<file path="src/rtl/pmem_fetch_unit_if.sv">
// Fetch-unit bus bundle: PC request channel, program-ROM port and
// decoder response channel. The slave modport is the fetch unit.
interface pmem_fetch_unit_if;
    logic        req_valid_i;
    logic [23:0] req_addr_i;
    logic        req_ready_o;
    logic        flush_i;
    logic        mem_rd_o;
    logic [22:0] mem_addr_o;
    logic [23:0] mem_rdata_i;
    logic        rsp_valid_o;
    logic [23:0] rsp_instr_o;
    logic [23:0] rsp_addr_o;
    logic        rsp_ready_i;
    logic        addr_err_o;

    modport slave (
        input  req_valid_i, req_addr_i, flush_i, mem_rdata_i, rsp_ready_i,
        output req_ready_o, mem_rd_o, mem_addr_o, rsp_valid_o, rsp_instr_o,
               rsp_addr_o, addr_err_o
    );

    modport master (
        output req_valid_i, req_addr_i, flush_i, mem_rdata_i, rsp_ready_i,
        input  req_ready_o, mem_rd_o, mem_addr_o, rsp_valid_o, rsp_instr_o,
               rsp_addr_o, addr_err_o
    );
endinterface

</file>
<file path="src/rtl/pmem_fetch_unit.sv">
// Program-memory fetch unit: accepts PC fetch requests, issues single-cycle
// ROM reads and queues returned instructions in a DEPTH-entry FIFO.
// The returning ROM word is bypassed straight to the response port when the
// FIFO is empty, so a response is visible the cycle after acceptance.
// Optional feature macro: PFU_ADDR_CHECK_EN (reject odd PC addresses with a
// one-cycle addr_err_o pulse instead of fetching).
module pmem_fetch_unit #(
    parameter int          DEPTH      = 2,
    parameter logic [23:0] RESET_ADDR = 24'h000000
) (
    input  logic              clk_i,
    input  logic              rst_ni,
    pmem_fetch_unit_if.slave  bus
);
    localparam int PW = $clog2(DEPTH);
    localparam int CW = $clog2(DEPTH + 1);

    typedef enum logic [1:0] {IDLE, FETCH, FULL} state_t;

    state_t          r_state;
    logic [CW-1:0]   r_occ;
    logic [PW-1:0]   r_wptr;
    logic [PW-1:0]   r_rptr;
    logic            r_inflight;
    logic [23:0]     r_if_addr;
    logic [23:0]     r_instr [DEPTH];
    logic [23:0]     r_addr  [DEPTH];

    logic            w_accept;
    logic            w_fetch;
    logic            w_bypass;
    logic            w_push;
    logic            w_pop;
    logic            w_store;
    logic [CW-1:0]   w_occ_nx;
    logic [CW-1:0]   w_tot_nx;
    state_t          w_state_nx;

    function automatic logic [PW-1:0] ptr_inc(input logic [PW-1:0] p);
        return (p == PW'(DEPTH - 1)) ? '0 : p + 1'b1;
    endfunction

    // Request side: FULL means occupancy plus in-flight has reached DEPTH.
    assign bus.req_ready_o = (r_state != FULL) & ~bus.flush_i;
    assign w_accept        = bus.req_valid_i & bus.req_ready_o;

`ifdef PFU_ADDR_CHECK_EN
    logic r_addr_err;
    // Odd addresses still retire through the handshake but never reach the ROM.
    assign w_fetch        = w_accept & ~bus.req_addr_i[0];
    assign bus.addr_err_o = r_addr_err;
`else
    assign w_fetch        = w_accept;
    assign bus.addr_err_o = 1'b0;
`endif

    assign bus.mem_rd_o   = w_fetch & rst_ni;
    assign bus.mem_addr_o = bus.req_addr_i[23:1];

    // Head of queue: ROM data bypasses an empty FIFO.
    assign w_bypass        = (r_occ == '0);
    assign bus.rsp_valid_o = (r_state != IDLE);
    assign bus.rsp_instr_o = (w_bypass & r_inflight) ? bus.mem_rdata_i : r_instr[r_rptr];
    assign bus.rsp_addr_o  = (w_bypass & r_inflight) ? r_if_addr : r_addr[r_rptr];

    // Event decode and next-state derivation from accept/push/pop counts.
    always_comb begin
        w_push     = r_inflight;
        w_pop      = bus.rsp_valid_o & bus.rsp_ready_i;
        w_store    = w_push & ~(w_bypass & w_pop);
        w_occ_nx   = r_occ + CW'(w_push) - CW'(w_pop);
        w_tot_nx   = w_occ_nx + CW'(w_fetch);
        w_state_nx = FETCH;
        if (w_tot_nx == '0)
            w_state_nx = IDLE;
        else if (w_tot_nx == CW'(DEPTH))
            w_state_nx = FULL;
    end

    // FSM, FIFO storage and pointers; flush discards everything in one edge.
    always_ff @(posedge clk_i) begin
        if (!rst_ni) begin
            r_state    <= IDLE;
            r_occ      <= '0;
            r_wptr     <= '0;
            r_rptr     <= '0;
            r_inflight <= 1'b0;
            r_if_addr  <= RESET_ADDR;
            for (int i = 0; i < DEPTH; i++) begin
                r_instr[i] <= '0;
                r_addr[i]  <= RESET_ADDR;
            end
`ifdef PFU_ADDR_CHECK_EN
            r_addr_err <= 1'b0;
`endif
        end else if (bus.flush_i) begin
            r_state    <= IDLE;
            r_occ      <= '0;
            r_wptr     <= '0;
            r_rptr     <= '0;
            r_inflight <= 1'b0;
`ifdef PFU_ADDR_CHECK_EN
            r_addr_err <= 1'b0;
`endif
        end else begin
            r_state    <= w_state_nx;
            r_occ      <= w_occ_nx;
            r_inflight <= w_fetch;
            if (w_fetch)
                r_if_addr <= bus.req_addr_i;
            if (w_store) begin
                r_instr[r_wptr] <= bus.mem_rdata_i;
                r_addr[r_wptr]  <= r_if_addr;
                r_wptr          <= ptr_inc(r_wptr);
            end
            if (w_pop && !w_bypass)
                r_rptr <= ptr_inc(r_rptr);
`ifdef PFU_ADDR_CHECK_EN
            r_addr_err <= w_accept & bus.req_addr_i[0];
`endif
        end
    end
endmodule

</file>
<file path="src/flat_wrapper.sv">
// flat-port wrapper written by rule: the top's interface ports become plain ports
module pmem_fetch_unit_flat 
#(
    parameter int          DEPTH      = 2,
    parameter logic [23:0] RESET_ADDR = 24'h000000
)
  (clk_i, rst_ni, bus_req_valid_i, bus_req_addr_i, bus_flush_i, bus_mem_rdata_i, bus_rsp_ready_i, bus_req_ready_o, bus_mem_rd_o, bus_mem_addr_o, bus_rsp_valid_o, bus_rsp_instr_o, bus_rsp_addr_o, bus_addr_err_o);
  pmem_fetch_unit_if bus_i ();
  input  logic clk_i;
  input  logic rst_ni;
  input wire logic [$bits(bus_i.req_valid_i)-1:0] bus_req_valid_i;
  input wire logic [$bits(bus_i.req_addr_i)-1:0] bus_req_addr_i;
  input wire logic [$bits(bus_i.flush_i)-1:0] bus_flush_i;
  input wire logic [$bits(bus_i.mem_rdata_i)-1:0] bus_mem_rdata_i;
  input wire logic [$bits(bus_i.rsp_ready_i)-1:0] bus_rsp_ready_i;
  output wire logic [$bits(bus_i.req_ready_o)-1:0] bus_req_ready_o;
  output wire logic [$bits(bus_i.mem_rd_o)-1:0] bus_mem_rd_o;
  output wire logic [$bits(bus_i.mem_addr_o)-1:0] bus_mem_addr_o;
  output wire logic [$bits(bus_i.rsp_valid_o)-1:0] bus_rsp_valid_o;
  output wire logic [$bits(bus_i.rsp_instr_o)-1:0] bus_rsp_instr_o;
  output wire logic [$bits(bus_i.rsp_addr_o)-1:0] bus_rsp_addr_o;
  output wire logic [$bits(bus_i.addr_err_o)-1:0] bus_addr_err_o;
  assign bus_i.req_valid_i = bus_req_valid_i;
  assign bus_i.req_addr_i = bus_req_addr_i;
  assign bus_i.flush_i = bus_flush_i;
  assign bus_i.mem_rdata_i = bus_mem_rdata_i;
  assign bus_i.rsp_ready_i = bus_rsp_ready_i;
  assign bus_req_ready_o = bus_i.req_ready_o;
  assign bus_mem_rd_o = bus_i.mem_rd_o;
  assign bus_mem_addr_o = bus_i.mem_addr_o;
  assign bus_rsp_valid_o = bus_i.rsp_valid_o;
  assign bus_rsp_instr_o = bus_i.rsp_instr_o;
  assign bus_rsp_addr_o = bus_i.rsp_addr_o;
  assign bus_addr_err_o = bus_i.addr_err_o;
  pmem_fetch_unit #(.DEPTH(DEPTH), .RESET_ADDR(RESET_ADDR)) u_core (.clk_i(clk_i), .rst_ni(rst_ni), .bus(bus_i));
endmodule
</file>
<file path="config.mk">
export PLATFORM = sky130hd
export DESIGN_NAME = pmem_fetch_unit_flat
export DESIGN_NICKNAME = d
export VERILOG_FILES = /design/src/rtl/pmem_fetch_unit_if.sv /design/src/rtl/pmem_fetch_unit.sv /design/src/flat_wrapper.sv
export SDC_FILE = /design/constraint.sdc
export NUM_CORES = 1
export LEC_CHECK = 0
export BUFFER_PORTS_ARGS = -buffer_cell sky130_fd_sc_hd__buf_4
export CAP_MARGIN = 5
export CORE_ASPECT_RATIO = 0.8
export CORE_MARGIN = 2
export CORE_UTILIZATION = 25
export DETAILED_ROUTE_END_ITERATION = 10
export GPL_TIMING_DRIVEN = 0
export PLACE_DENSITY = 0.5
export SETUP_SLACK_MARGIN = 0.02
export SLEW_MARGIN = 20
export SYNTH_ARGS = -nofsm -noshare
export SYNTH_HDL_FRONTEND = slang
export SYNTH_SLANG_ARGS = --single-unit
</file>
<file path="constraint.sdc">
create_clock -name clk_i -period 10.7 [get_ports clk_i]
set_clock_uncertainty 0.1 [all_clocks]
set_input_delay 3.21 -clock clk_i [delete_from_list [all_inputs] [get_ports clk_i]]
set_output_delay 3.21 -clock clk_i [all_outputs]
set_load 0.005 [all_outputs]
</file>
# --- After elaboration in Yosys (flattened, before gate mapping) ---
# Memories as Yosys holds them, arrays and structs flattened. A register that Yosys moved wholly into a read port is not among the register bits.
# Index checks and enable logic that the tools add are counted.
totals:
  regBits: 31
  ram_bits: 96
  input_bits: 53
  word_cells: 55
  mem_count: 2
classes:
  addsub: 5
  n_eq_ne: 2
  muxes: 20
  bitwise: 10
  reduce_logical: 10
mem_list:
  columns: ["memory", "depth", "width", "rd", "rd_ports_with_merged_regs", "wr", "line_no", "rtl"]
  rows:
  - ["u_core.r_addr", 2, 24, 1, 1, 2, "pmem_fetch_unit.sv:27", "logic [23:0] r_addr [DEPTH];"]
  - ["u_core.r_instr", 2, 24, 1, 1, 2, "pmem_fetch_unit.sv:26", "logic [23:0] r_instr [DEPTH];"]
ops:
  columns: ["op", "n"]
  rows:
  - ["2-to-1 mux 24 bit", 4]
  - ["OR reduction 24 bit", 2]
  - ["2-to-1 mux 1 bit", 15]
  - ["AND 1 bit", 7]
  - ["adder 2 x 1 -> 2 bit", 2]
  - ["zero test 2 bit", 2]
  - ["inverter 1 bit", 3]
  - ["OR reduction 3 bit", 1]
  - ["adder 1 bit (second input constant)", 2]
  - ["== test 2 bit (second input constant)", 1]
  - ["2-to-1 mux 2 bit", 1]
  - ["inequality test 2 bit (second input constant)", 1]
  - ["AND reduction 2 bit", 1]
  - ["nonzero test 2 bit", 1]
  - ["OR reduction 2 bit", 1]
  - ["subtractor 2 x 1 -> 2 bit", 1]
  - ["logical AND 1 bit", 1]
  - ["zero test 1 bit", 1]

# --- Logic depth before layout (Yosys ltp) ---
# Gate-level depths: netlist of run 1.
depth:
  ltp_word: 11
  depth_mapped: 9

# --- Worst setup path before layout of run 1 ---
# Ideal clock, no wire load.
synth_timing:
  path_kind: "input port to flip-flop"
  from: "input bus_flush_i"
  to: "memory u_core.r_addr[0][0] (enable)"
  arrival_ns: 7.198
  slack_ns: 2.877
  cell_stages: 3
  path_cell_list: "clkbuf_1 -> clkbuf_1 -> o31ai_1"
synth_lines:
  columns: ["item", "line_no", "rtl"]
  rows:
  - ["start, declared", "flat_wrapper.sv:13", "input wire logic [$bits(bus_i.flush_i)-1:0] bus_flush_i;"]
  - ["end, declared", "pmem_fetch_unit.sv:27", null]

# --- Worst setup path after layout of run 1 ---
layout_timing:
  from: "input bus_req_valid_i"
  to: "output bus_mem_rd_o"
layout_between:
  elab_chain_cells: 2
layout_rtl:
  columns: ["item", "line_no", "rtl"]
  rows:
  - ["start, declared", "flat_wrapper.sv:11", "input wire logic [$bits(bus_i.req_valid_i)-1:0] bus_req_valid_i;"]
  - ["AND 1 bit", "pmem_fetch_unit.sv:45", "assign w_accept = bus.req_valid_i & bus.req_ready_o;"]
  - ["AND 1 bit", "pmem_fetch_unit.sv:57", "assign bus.mem_rd_o = w_fetch & rst_ni;"]
  - ["end, declared", "flat_wrapper.sv:17", "output wire logic [$bits(bus_i.mem_rd_o)-1:0] bus_mem_rd_o;"]
# No other way between the ends.

==> results_dict.tcl, run 1 <==
set metrics [dict create \
    cts_hold_buf 0 \
    hp-start "u_core.r_if_addr[10]" \
    dpl.hpwl_mm 12.2 \
    drt-met1-wl_mm 8.60 \
    die-height_um 145 \
    period_share 0.726 \
    dpl_worst_slack_ns 2.94 \
    fin_crit_ns 7.77 \
    io_pins 128 \
    synth_area_leaders "edfxtp_1 (46%), dfxtp_1 (10%), and2_1 (9.8%)" \
    finalMaxSlewViolations 0 \
    r2r_slack_ns 8.05 \
    finalInstanceArea_sq_um 8270 \
    synth_common_cells "and2_1 (98), edfxtp_1 (96), nand2_1 (49)" \
    antenna_found_initial 0 \
    fill_cells 2509 \
    setup_tns_ns 0 \
    holdPathEnd "u_core.r_if_addr[10]" \
    syn_nets 608 \
    grt_pass1_wl_mm 26.2 \
    grt_pass1_vias 4564 \
    yosysWarnings 0 \
    design.core.area_sq_um 24400 \
    track_usage 0.130 \
    vdd_drop_max_mv 0.115 \
    ys_seq_area_frac 0.566 \
    dr.max_layer_used "met4" \
    cp.required_ns 7.39 \
    fmax_mhz 129 \
    clk_pin_slew_ns 0.06 \
    ant_nets 0 \
    cts.sinks 128 \
    post_dp_cell_area_sq_um 7670 \
    powerDensity_nw_per_um2 154 \
    synthArstFlopShare 0 \
    tightest_slew_ns 0.754 \
    r2r-start "u_core.r_state[0]" \
    hold_violations 0 \
    firstDrtPassIters 4 \
    wl_mm 16.7 \
    rr_worst_depth 6 \
    yosysTopAreaCell "edfxtp_1" \
    synth.most_common_cell "and2_1" \
    die_x_um 180 \
    rsz0062_at_grt "false" \
    nNetsFinal 758 \
    slew_headroom 0.492 \
    vias_per_cell 4.44 \
    syn_area_sq_um 6230 \
    yosys_register_bits 128 \
    status "completed" \
    synth_top_area_share 0.463 \
    gp_congestion 0.735 \
    hp-class "reg -> reg" \
    htree_levels 4 \
    dr_wl_met3_um 804 \
    remaining_drc_errors 0 \
    cts_resized 0 \
    final_layout_size_suffix_gt1_frac 0.295 \
    cap_violations 0 \
    crit_arrival_ns 4.46 \
    worstHoldPathCells 2 \
    worst-path-max-fanout 10 \
    synth_top_flop_cell "edfxtp_1" \
    wl_met2_mm 7.17 \
    worst_slack_ns 2.93 \
    port_buffers 124 \
    grt_max_degree 17 \
    dieArea_sq_um 26200 \
    crit_type "in -> out" \
    reg2reg_to "u_core.r_instr[1][15]" \
    setup_viol 0 \
    core.rowCount 51 \
    dr.first_iter.drc_count 226 \
    postCtsSetupBuffers 0 \
    diodes 0 \
    synth_edf_count 96 \
    clockBufferDepth 2 \
    gr-total-overflow 0 \
    layout-area-overhead-vs-synth_pct 32.8 \
    avgSynthCellArea_sq_um 11.3 \
    endpoint_kind "output pin" \
    cts_tree "done" \
    wl_per_cell_um 16.2 \
    power_leakage_uw 0.00315 \
    cts_root_buf "clkbuf_16" \
    start_util 0.255 \
    clk_latency_ns 0.41 \
    via_count 4585 \
    synth.distinct_cells 34 \
    synth_cells 552 \
    startpoint_type "input port" \
    numCtsBuffers 17 \
]
[worst max-delay path, stage by stage]
cell and delay [ns]:
buf_2 0.15, clkinv_1 0.28, clkbuf_1 0.32, nor4_1 0.33, buf_4 0.17
[metal layers]
metal  vias up  track usage
li1       2275            -
met1      2182        0.189
met2       118        0.190
met3        10       0.0356
met4         0       0.0315
met5         -            0
[sequential cells by signal, indices dropped and copies added (netlist names), named ones only]
register and flops:
u_core.r_addr 48, u_core.r_instr 48, u_core.r_if_addr 24, u_core.r_occ 2, u_core.r_state 2, u_core.r_inflight 1, u_core.r_rptr 1, u_core.r_wptr 1
[cells in the final DEF (no fill, tap or decap), types with 2 or more instances in the layout]
cell type,synthesis,routed
dfxtp_1,32,32
bufinv_16,0,3
ha_1,3,3
o21ai_0,47,47
buf_6,4,8
buf_8,0,3
o21ai_1,3,3
nor3_1,3,3
o2111ai_1,24,24
o31ai_1,26,24
and2_1,98,98
o31ai_4,0,2
nor4_1,2,2
a21oi_1,26,26
inv_1,5,5
clkbuf_16,0,17
buf_4,27,151
nand2_1,49,49
clkbuf_1,26,26
inv_6,0,2
nor2_1,3,3
o2111a_1,2,2
clkinv_4,0,3
edfxtp_1,96,96
clkinv_2,0,3
mux2i_1,48,48
clkinv_1,2,5
buf_2,13,13
[cell families after synthesis]
| kind of cell | after synthesis | synth area share |
|---|---|---|
| xor gates and xnor gates | 2 | 0.00502 |
| buffers and inverters | 79 | 0.0713 |
| adders and majority gates | 3 | 0.00603 |
| muxes | 48 | 0.0772 |
| AOI/OAI and AO/OA | 130 | 0.132 |
| DFF | 128 | 0.566 |
| other | 1 | 0.000602 |
| and+or+nand+nor | 161 | 0.142 |
[final cells by class]
| class | instances | area, sq um | share of cell area |
|---|---|---|---|
| clock buffer | 17 | 425 | 0.0515 |
| timing repair buffer | 131 | 1020 | 0.124 |
| multi-input combinational | 345 | 2290 | 0.277 |
| tap | 318 | 398 | 0.0481 |
| sequential | 128 | 3520 | 0.426 |
| clock inverter | 15 | 168 | 0.0203 |
| buffer | 71 | 414 | 0.0501 |
| inverter | 8 | 30.0 | 0.00363 |
[through the flow]
stage                     utilization  total power (uW)  hold slack, ns  cells
final                           0.339              1270           0.406   1033
after global routing            0.339              1320           0.442   1033
after CTS                       0.339              1290           0.407   1033
after detailed placement        0.315               699           0.398   1001
after global placement          0.310               697           0.391    994
after floorplan                     -               626           0.365    552
[how the worst max path moves through the flow]
| stage | from | to | slack [ns] |
|---|---|---|---|
| 5_1_grt | bus_req_valid_i | bus_mem_rd_o | 2.79 |
| 3_3_place_gp | bus_flush_i | u_core.r_instr[1][18] | 0.19 |
| 3_5_place_dp | bus_req_valid_i | bus_mem_rd_o | 2.94 |
| 6_report | bus_req_valid_i | bus_mem_rd_o | 2.93 |
| 2_1_floorplan | bus_flush_i | u_core.r_addr[0][0] | 2.88 |
| 4_1_cts | bus_req_valid_i | bus_mem_rd_o | 2.92 |
[power breakdown]
part / switching [uW] / total, uW / internal (uW) / leakage (uW)
clock network: 222 / 587 / 365 / 0.000290
logic: 63.3 / 123 / 59.9 / 0.00160
registers: 10.1 / 563 / 553 / 0.00126
Power figures use the tool's default switching activity.
==> run 2: changes to the inputs <==
--- a/config.mk
+++ b/config.mk
@@ -12,7 +12,7 @@
 export CORE_UTILIZATION = 25
 export DETAILED_ROUTE_END_ITERATION = 10
 export GPL_TIMING_DRIVEN = 0
-export PLACE_DENSITY = 0.5
+export PLACE_DENSITY = 0.51
 export SETUP_SLACK_MARGIN = 0.02
 export SLEW_MARGIN = 20
 export SYNTH_ARGS = -nofsm -noshare
==> constraint.sdc (replaced) <==
create_clock -name clk_i -period 7.06 [get_ports clk_i]
set_clock_uncertainty 0.1 [all_clocks]
set_input_delay 2.118 -clock clk_i [delete_from_list [all_inputs] [get_ports clk_i]]
set_output_delay 2.118 -clock clk_i [all_outputs]
set_load 0.005 [all_outputs]
==> run 2 against run 1 <==
  * Via count decreased by 1.3%
  * First-iteration DRC count is 26% higher
  * Flip-flop and latch count unchanged
  * Largest power group is now registers
==> results_dict.tcl, run 2 (same netlist as run 1, synthesis figures left out) <==
set metrics [dict create \
    ant_nets 0 \
    reg_top3 "u_core.r_addr (48), u_core.r_instr (48), u_core.r_if_addr (24)" \
    dieArea_sq_um 26200 \
    met3_usage 0.0321 \
    start_util 0.255 \
    postCtsSetupBuffers 0 \
    hp-start "u_core.r_if_addr[20]" \
    worstHoldPathCells 2 \
    setup_tns_ns 0 \
    wl_mm 16.6 \
    tightest_slew_ns 0.720 \
    remaining_drc_errors 0 \
    die-height_um 145 \
    design.core.area_sq_um 24400 \
    grt_pass1_wl_mm 25.9 \
    dr.first_iter.drc_count 284 \
    holdPathEnd "u_core.r_if_addr[20]" \
    hold_violations 0 \
    io_pins 128 \
    startpoint "bus_req_valid_i" \
    clk_pin_slew_ns 0.05 \
    endpoint_kind "output pin" \
    layout-area-overhead-vs-synth_pct 32.3 \
    clk_latency_ns 0.42 \
    grt.met2_usage 0.184 \
    nNetsFinal 759 \
    rsz0062_at_grt "false" \
    busiest_layer "met1" \
    clockBufferDepth 2 \
    track_usage 0.129 \
    hp-class "reg -> reg" \
    powerDensity_nw_per_um2 225 \
    final_layout_size_suffix_gt1_frac 0.296 \
    r2r_slack_ns 4.56 \
    crit_type "in -> out" \
    wl_per_cell_um 16.0 \
    via_count 4525 \
    path_cells "buf_2 -> clkinv_1 -> clkbuf_1 -> nor4_1 -> buf_4" \
    cts_hold_buf 0 \
    port_buffers 124 \
    finalInstanceArea_sq_um 8240 \
    dpl.hpwl_mm 12.2 \
    cts_resized 0 \
    htree_levels 4 \
    vias_per_cell 4.38 \
    layout_common_cells "buf_4 (151), and2_1 (98), edfxtp_1 (96)" \
    fmax_mhz 179 \
    status "completed" \
    vdd_drop_max_mv 0.170 \
    core.rowCount 51 \
    firstDrtPassIters 6 \
    grt_pass1_vias 4491 \
    dp.cells 1002 \
    cts_root_buf "clkbuf_16" \
    cpLargestDelayFamily "buffers and inverters" \
    rr_worst_depth 7 \
    max_stage_delay_ns 0.32 \
    reg2reg_to "u_core.r_instr[0][18]" \
    final_common_cell "buf_4" \
    cap_violations 0 \
    finalMaxSlewViolations 0 \
    critPathSlowestCell "clkbuf_1" \
    critPathBufInv 4 \
    cts.sinks 128 \
    gp_congestion 0.714 \
    crit_arrival_ns 3.37 \
    numCtsBuffers 17 \
    r2r-start "u_core.r_state[0]" \
    fin_crit_ns 5.59 \
    startpoint_type "input port" \
    cp.required_ns 4.84 \
    cts_tree "done" \
    diodes 0 \
    layout.cells.non_filler 1034 \
    power_leakage_uw 0.00315 \
    die_x_um 180 \
    use_met1 0.192 \
    antenna_found_initial 0 \
    worst-path-max-fanout 10 \
    slew_headroom 0.515 \
    post_dp_cell_area_sq_um 7690 \
    gr-total-overflow 0 \
    setup_viol 0 \
    period_share 0.791 \
    grt_max_degree 17 \
]
## run 2: cell type report
| class | count | area (sq um) |
|---|---|---|
| repair buffers | 132 | 1040 |
| well taps | 318 | 398 |
| fillers | 2485 | 16100 |
| flip-flops and latches | 128 | 3520 |
| inverters | 8 | 30.0 |
| clock inverters | 10 | 55.1 |
| plain buffers | 71 | 414 |
| multi-input cells | 345 | 2290 |
| clock buffers | 22 | 497 |
## run 2: worst reg2reg max path, cell delays in order (launching register included)
cell,delay (ns)
dfxtp_1,0.30
buf_2,0.16
o21ai_2,0.26
o21ai_0,0.30
o31ai_4,0.50
buf_8,0.24
buf_8,0.18
buf_6,0.18
## run 2: per-layer routing
metal / vias to the layer above / wire length, um
met5: - / 0
met4: 0 / 153
met3: 10 / 994
met2: 132 / 6960
met1: 2108 / 8470
li1: 2275 / -
## run 2: how the worst max path moves through the flow
| stage | end | cells after the start |
|---|---|---|
| finish | bus_mem_rd_o | 5 |
| floorplan | u_core.r_addr[0][0] | 3 |
| detailed placement | bus_mem_rd_o | 5 |
| global placement | u_core.r_instr[0][17] | 3 |
| CTS | bus_mem_rd_o | 5 |
| global route | bus_mem_rd_o | 5 |
## run 2: power by group
| group | internal [uW] | switching (uW) |
|---|---|---|
| clock network | 496 | 319 |
| logic | 91.6 | 96.2 |
| registers | 838 | 15.1 |
| total | 1430 | 431 |
## run 2: stage by stage
stage | worst slack (ns) | util | total power [uW] | hold slack [ns]
3_5_place_dp | 1.47 | 0.315 | 1060 | 0.396
4_1_cts | 1.45 | 0.338 | 1880 | 0.403
3_3_place_gp | -2.49 | 0.310 | 1060 | 0.393
6_report | 1.47 | 0.338 | 1860 | 0.395
2_1_floorplan | 0.329 | - | 949 | 0.365
5_1_grt | 1.31 | 0.338 | 1930 | 0.420
